$ cat src/rtl/fetch_unit_pkg.sv
// fetch_unit_pkg: opcode constants, field positions and FSM encoding shared by the fetch unit.
package fetch_unit_pkg;
  localparam int OPC_MSB = 15;
  localparam int OPC_LSB = 11;
  localparam int TGT_W = 8;
  localparam logic [4:0] OP_CALL = 5'h1C;
  localparam logic [4:0] OP_RET = 5'h1D;
  localparam logic [4:0] OP_STOP = 5'h1F;
  typedef enum logic [1:0] {
    ST_RUN = 2'd0,
    ST_HALT = 2'd1,
    ST_ERR = 2'd2
  } state_t;
endpackage

$ cat src/rtl/fetch_unit_return_stack.sv
// return_stack: LIFO of return addresses; only the pointer resets, storage keeps stale entries.
module return_stack #(
  parameter int DEPTH = 8
) (
  input  logic       clk,
  input  logic       reset,
  input  logic       push,
  input  logic       pop,
  input  logic [7:0] wdata,
  output logic [7:0] rdata,
  output logic       full,
  output logic       empty
);
  localparam int AW = $clog2(DEPTH);
  logic [7:0] r_mem [DEPTH];
  logic [AW:0] r_sp;
  logic [AW-1:0] w_top;
  assign w_top = AW'(r_sp - 1'b1);
  assign rdata = r_mem[w_top];
  assign full = r_sp == (AW+1)'(DEPTH);
  assign empty = r_sp == '0;
  always_ff @(posedge clk) begin
    if (reset) r_sp <= '0;
    else if (push) r_sp <= r_sp + 1'b1;
    else if (pop) r_sp <= r_sp - 1'b1;
  end
  always_ff @(posedge clk) begin
    if (push) r_mem[r_sp[AW-1:0]] <= wdata;
  end
endmodule

$ cat src/rtl/fetch_unit.sv
// fetch_unit: fetches from program memory, runs CALL/RET/STOP locally, hands the rest to decode.
module fetch_unit
  import fetch_unit_pkg::*;
#(
  parameter int STACK_DEPTH = 8,
  parameter logic [7:0] RESET_PC = 8'h00
) (
  input  logic        clk,
  input  logic        reset,
  output logic [7:0]  addr,
  input  logic [15:0] data,
  output logic [15:0] instr,
  output logic        instr_valid,
  input  logic        instr_ready,
  input  logic        redirect_valid,
  input  logic [7:0]  redirect_addr,
  output logic        halted,
  output logic        stack_err
);
  state_t r_state, w_state;
  logic [7:0] r_pc, w_pc, w_pc_inc, w_rdata;
  logic [15:0] r_instr;
  logic r_instr_valid, r_halted, r_stack_err;
  logic w_push, w_pop, w_full, w_empty, w_load, w_flush, w_free;
  logic [4:0] w_opc;
  assign w_opc = data[OPC_MSB:OPC_LSB];
  assign w_pc_inc = r_pc + 8'd1;
  assign w_free = !r_instr_valid || instr_ready;
  return_stack #(.DEPTH(STACK_DEPTH)) u_stack (
    .clk(clk), .reset(reset), .push(w_push), .pop(w_pop),
    .wdata(w_pc_inc), .rdata(w_rdata), .full(w_full), .empty(w_empty)
  );
  always_comb begin
    w_state = r_state;
    w_pc = r_pc;
    w_push = 1'b0;
    w_pop = 1'b0;
    w_load = 1'b0;
    w_flush = 1'b0;
    if (r_state == ST_RUN) begin
      if (redirect_valid) begin
        w_pc = redirect_addr;
        w_flush = 1'b1;
      end else if (w_opc == OP_CALL) begin
        w_state = w_full ? ST_ERR : ST_RUN;
        w_push = !w_full;
        w_pc = w_full ? r_pc : data[TGT_W-1:0];
      end else if (w_opc == OP_RET) begin
        w_state = w_empty ? ST_ERR : ST_RUN;
        w_pop = !w_empty;
        w_pc = w_empty ? r_pc : w_rdata;
      end else if (w_opc == OP_STOP) begin
        w_state = ST_HALT;
      end else if (w_free) begin
        w_load = 1'b1;
        w_pc = w_pc_inc;
      end
    end
  end
  always_ff @(posedge clk) begin
    if (reset) begin
      r_state <= ST_RUN;
      r_pc <= RESET_PC;
      r_instr <= 16'h0000;
      r_instr_valid <= 1'b0;
      r_halted <= 1'b0;
      r_stack_err <= 1'b0;
    end else begin
      r_state <= w_state;
      r_pc <= w_pc;
      r_halted <= r_halted || w_state == ST_HALT;
      r_stack_err <= r_stack_err || w_state == ST_ERR;
      if (w_load) r_instr <= data;
      r_instr_valid <= w_flush ? 1'b0 : w_load ? 1'b1 : r_instr_valid && !instr_ready;
    end
  end
  assign addr = r_pc;
  assign instr = r_instr;
  assign instr_valid = r_instr_valid;
  assign halted = r_halted;
  assign stack_err = r_stack_err;
endmodule
$ cat config.mk
export PLATFORM = sky130hd
export DESIGN_NAME = fetch_unit
export DESIGN_NICKNAME = d
export VERILOG_FILES = /design/src/rtl/fetch_unit_pkg.sv /design/src/rtl/fetch_unit_return_stack.sv /design/src/rtl/fetch_unit.sv
export SDC_FILE = /design/constraint.sdc
export NUM_CORES = 1
export LEC_CHECK = 0
export BUFFER_PORTS_ARGS = -buffer_cell sky130_fd_sc_hd__clkbuf_2
export CAP_MARGIN = 40
export CORE_AREA = 2 2 113 82
export DETAILED_ROUTE_END_ITERATION = 8
export DIE_AREA = 0 0 115 84
export PLACE_DENSITY_LB_ADDON = 0.3
export SLEW_MARGIN = 5
export SYNTH_ARGS = -nofsm -noshare
export SYNTH_HDL_FRONTEND = slang
export SYNTH_HIERARCHICAL = 1
export SYNTH_SLANG_ARGS = --single-unit
export TNS_END_PERCENT = 10
$ cat constraint.sdc
create_clock -name clk -period 3.5 [get_ports clk]
set_clock_uncertainty 0.15 [all_clocks]
set_input_delay 0.35 -clock clk [delete_from_list [all_inputs] [get_ports clk]]
set_output_delay 0.35 -clock clk [all_outputs]
set_load 0.05 [all_outputs]
==> flow_summary_export.csv <==
group,metric,value,unit
cts,root_buffer,"clkbuf_16",
timing,worstMarginPinSlew,737.1,ps
critical_path,reg2reg_to,"addr[7]",
timing,totalNegativeSetupSlack,0,ps
routing,first_pass_iters,4,
critical_path,end_kind,"flop",
run_status,run_status,"complete, no violations",
critical_path,worst-setup-path-type,"flop to flop",
place,dp_cells,463,
cts,clockBufferDepth,2,
critical_path,rr_startpoint,"u_stack/r_sp[1]",
floorplan,coreArea,8708,µm²
timing,grt_setup_unrepaired,"no",
timing,period_share,0.8271,
floorplan,ios,55,
cts,clkLatencyLatePin,340,ps
yosys,synth-main-ff-cell,"edfxtp_1",
pwr,power.share.sequential,0.513,
critical_path,critPathRequiredTime,3560,ps
floorplan,die_x,115,µm
flow_run,cap_violations,0,
timing,max_slew_margin,0.5051,
floorplan,die-height,84,µm
cells_and_area,drive_above_1_share,0.2992,
cells_and_area,regArea,2582,µm²
cells_and_area,antenna_cells,0,
yosys,yosys_warnings,6,
critical_path,crit_fanout,15,
yosys,avgSynthCellArea,14.03,µm²
critical_path,critPathArrivalTime,2950,ps
critical_path,rr_worst_depth,9,
critical_path,cp_top_family,"adder cells",
cells_and_area,syn_to_final_growth,16.16,%
place,dpl.hpwl,6052,µm
routing,drt-total-wl,8523,µm
cts,clock-sinks,97,
pwr,power_switching,0.0006060,W
yosys,synth_nets,335,
cts,path_clk_slew,70,ps
yosys,synth_edf_count,64,
yosys,ys_seq_area_frac,0.6053,
critical_path,rrSetupSlack,610,ps
cts,cts_tree,"built",
timing,hold_viol,0,
critical_path,slowest_delay,720,ps
routing,vias,2623,
pwr,pwr-share-comb,0.103,
floorplan,dieArea,9660,µm²
cts,htree_levels,3,
pwr,switching_share,0.2434,
yosys,synth.distinct_cells,47,
global_route,track_usage,0.1917,
pwr,leakagePower,1.887,nW
pwr,power_density,502.4,nW/µm²
cells_and_area,final_cells,479,
global_route,grt_pass1_wl,13700,µm
yosys,synth_seq_cells,97,
yosys,synthArstFlopShare,0,
routing,postRouteAntennaNets,0,
global_route,grt_max_degree,36,
cells_and_area,final_common_cell,"edfxtp_1",
cells_and_area,layout_common_cells,"edfxtp_1, clkbuf_2, nor2_1",
yosys,syn_area,4267,µm²
cts,holdBufCountCts,0,
hold_path,holdPathStages,3,
global_route,antenna_found_initial,0,
global_route,grt_overflow,0,
routing,wl_per_cell,17.79,µm
timing,period_needed,2895,ps
routing,route.detailed.drc,0,
timing,fmax,345.4,MHz
cells_and_area,multi_input_area,1560,µm²
place,place_area,4668,µm²
timing,fin_ws,605.1,ps
place,port_buffers,54,
cts,post_cts_buffers,0,
floorplan,start_util,0.4899,
routing,viasPerCell,5.476,
routing,drt-initial-drc-count,177,
floorplan,num_rows,29,
yosys,syn_inst,304,
place,gp_congestion,0.7756,
cells_and_area,design_area,4956,µm²
critical_path,start_kind,"flop",
cts,cts_made_buffers,9,
critical_path,crit_buf_inv,2,
timing,setup_viol,0,
cells_and_area,final_nets,397,
hold_path,min_path_type,"primary input to flop",
timing,drv_slew,0,
cts,cts.repair.resized,0,
hold_path,min-delay-start,"data[9]",
pwr,clockPowerShare,0.384,
pwr,p_int,0.001884,W
pwr,ir_worst_vdd,0.3031,mV
global_route,grt_pass1_vias,2625,
cells_and_area,nFillCells,721,
hold_path,holdPathEnd,"instr[9]",
critical_path,slowest_stage,"ha_1",
critical_path,path_cells,"inv_1 -> ha_1 -> buf_4 -> mux4_2 -> mux2_2 -> mux2i_1 -> o31ai_1 -> o21ai_0 -> o2bb2ai_1",
place,dp_slack,560.2,ps
pwr,power,0.002490,W
[cell families (layout without fill, tap and decap cells)]
logic type | count (synthesis) | count (layout) | synth area share
XOR/XNOR | 8 | 8 | 0.02082
buffers and inverters | 22 | 89 | 0.03050
AND/OR/NAND/NOR | 90 | 90 | 0.1041
flip-flops | 97 | 97 | 0.6053
adder cells (fa/ha/maj) | 3 | 3 | 0.008799
AO/OA/AOI/OAI | 33 | 33 | 0.05543
multiplexers | 51 | 51 | 0.1751
[layout make-up]
cell class,instances,share of cell area
timing repair buffer,67,0.07422
clock inverter,6,0.01187
multi-input combinational,185,0.3148
clock buffer,10,0.04620
tap,108,0.02727
inverter,6,0.004544
sequential,97,0.5211
[stage by stage]
| step | utilization | hold slack [ps] |
|---|---|---|
| 6_report | 0.5691 | 92.32 |
| 5_1_grt | 0.5691 | 111.9 |
| 4_1_cts | 0.5691 | 81.80 |
| 3_5_place_dp | 0.5361 | 291.6 |
| 3_3_place_gp | 0.5361 | 282.9 |
| 2_1_floorplan | - | 272.4 |
[power groups by stage]
stage	registers, W	clock network (W)	logic, W
2_1_floorplan	0.00138	0	0.000114
3_3_place_gp	0.00130	0	0.000253
3_5_place_dp	0.00130	0	0.000257
4_1_cts	0.00128	0.000974	0.000258
5_1_grt	0.00128	0.00103	0.000277
6_report	0.00128	0.000955	0.000257
[how the worst max path moves through the flow]
stage	from	endpoint	slack, ps	depth (start not counted)
after global routing	u_stack/r_sp[1]	addr[7]	390	9
after global placement	data[14]	u_stack/r_sp[3]	570	8
final	u_stack/r_sp[1]	addr[7]	610	9
after floorplan	u_stack/r_sp[0]	u_stack/r_mem[4][0]	530	7
after CTS	u_stack/r_sp[1]	addr[7]	600	9
after detailed placement	data[14]	u_stack/r_sp[3]	560	8
[worst min-delay path, delay by kind of cell]
kind	cells	cell delay, ps
buffers and inverters	1	80
multiplexers	1	50
AND/OR/NAND/NOR	1	70
[metal layers]
metal,part of all wire,vias to the layer above,GRT usage
met3,0.059,10,0.07480
met2,0.44,72,0.2738
li1,-,1262,-
met4,0.0099,0,0.04491
met1,0.49,1279,0.2770
met5,0,-,0
[flip-flops by register name, summed over array words and instances, names as in the netlist]
| name | count |
|---|---|
| r_state | 2 |
| u_stack/r_sp | 4 |
| stack_err | 1 |
| halted | 1 |
| instr_valid | 1 |
| addr | 8 |
| u_stack/r_mem | 64 |
| instr | 16 |
[cells in the mapped netlist, types with 2 or more instances]
| master | count | area share |
|---|---|---|
| and3b_1 | 2 | 0.0041 |
| mux2_2 | 5 | 0.013 |
| nand3_1 | 5 | 0.0059 |
| dfxtp_1 | 33 | 0.15 |
| a21oi_1 | 6 | 0.0070 |
| buf_2 | 4 | 0.0047 |
| mux4_2 | 15 | 0.079 |
| mux2i_1 | 24 | 0.056 |
| inv_1 | 6 | 0.0053 |
| ha_1 | 3 | 0.0088 |
| nand2b_1 | 4 | 0.0059 |
| o21a_1 | 2 | 0.0035 |
| clkbuf_1 | 5 | 0.0044 |
| nor2_1 | 41 | 0.036 |
| o21ai_0 | 5 | 0.0059 |
| nor3b_1 | 3 | 0.0053 |
| xnor2_1 | 3 | 0.0062 |
| edfxtp_1 | 64 | 0.45 |
| buf_6 | 5 | 0.013 |
| nor2b_1 | 5 | 0.0073 |
| nor3_1 | 6 | 0.0070 |
| a211oi_1 | 8 | 0.014 |
| xor2_1 | 4 | 0.0082 |
| a221oi_1 | 2 | 0.0041 |
| mux2_4 | 5 | 0.018 |
| a311oi_1 | 2 | 0.0041 |
| nor4_1 | 2 | 0.0029 |
| nand2_1 | 16 | 0.014 |
No activity file was read; power rests on OpenSTA's default activity.
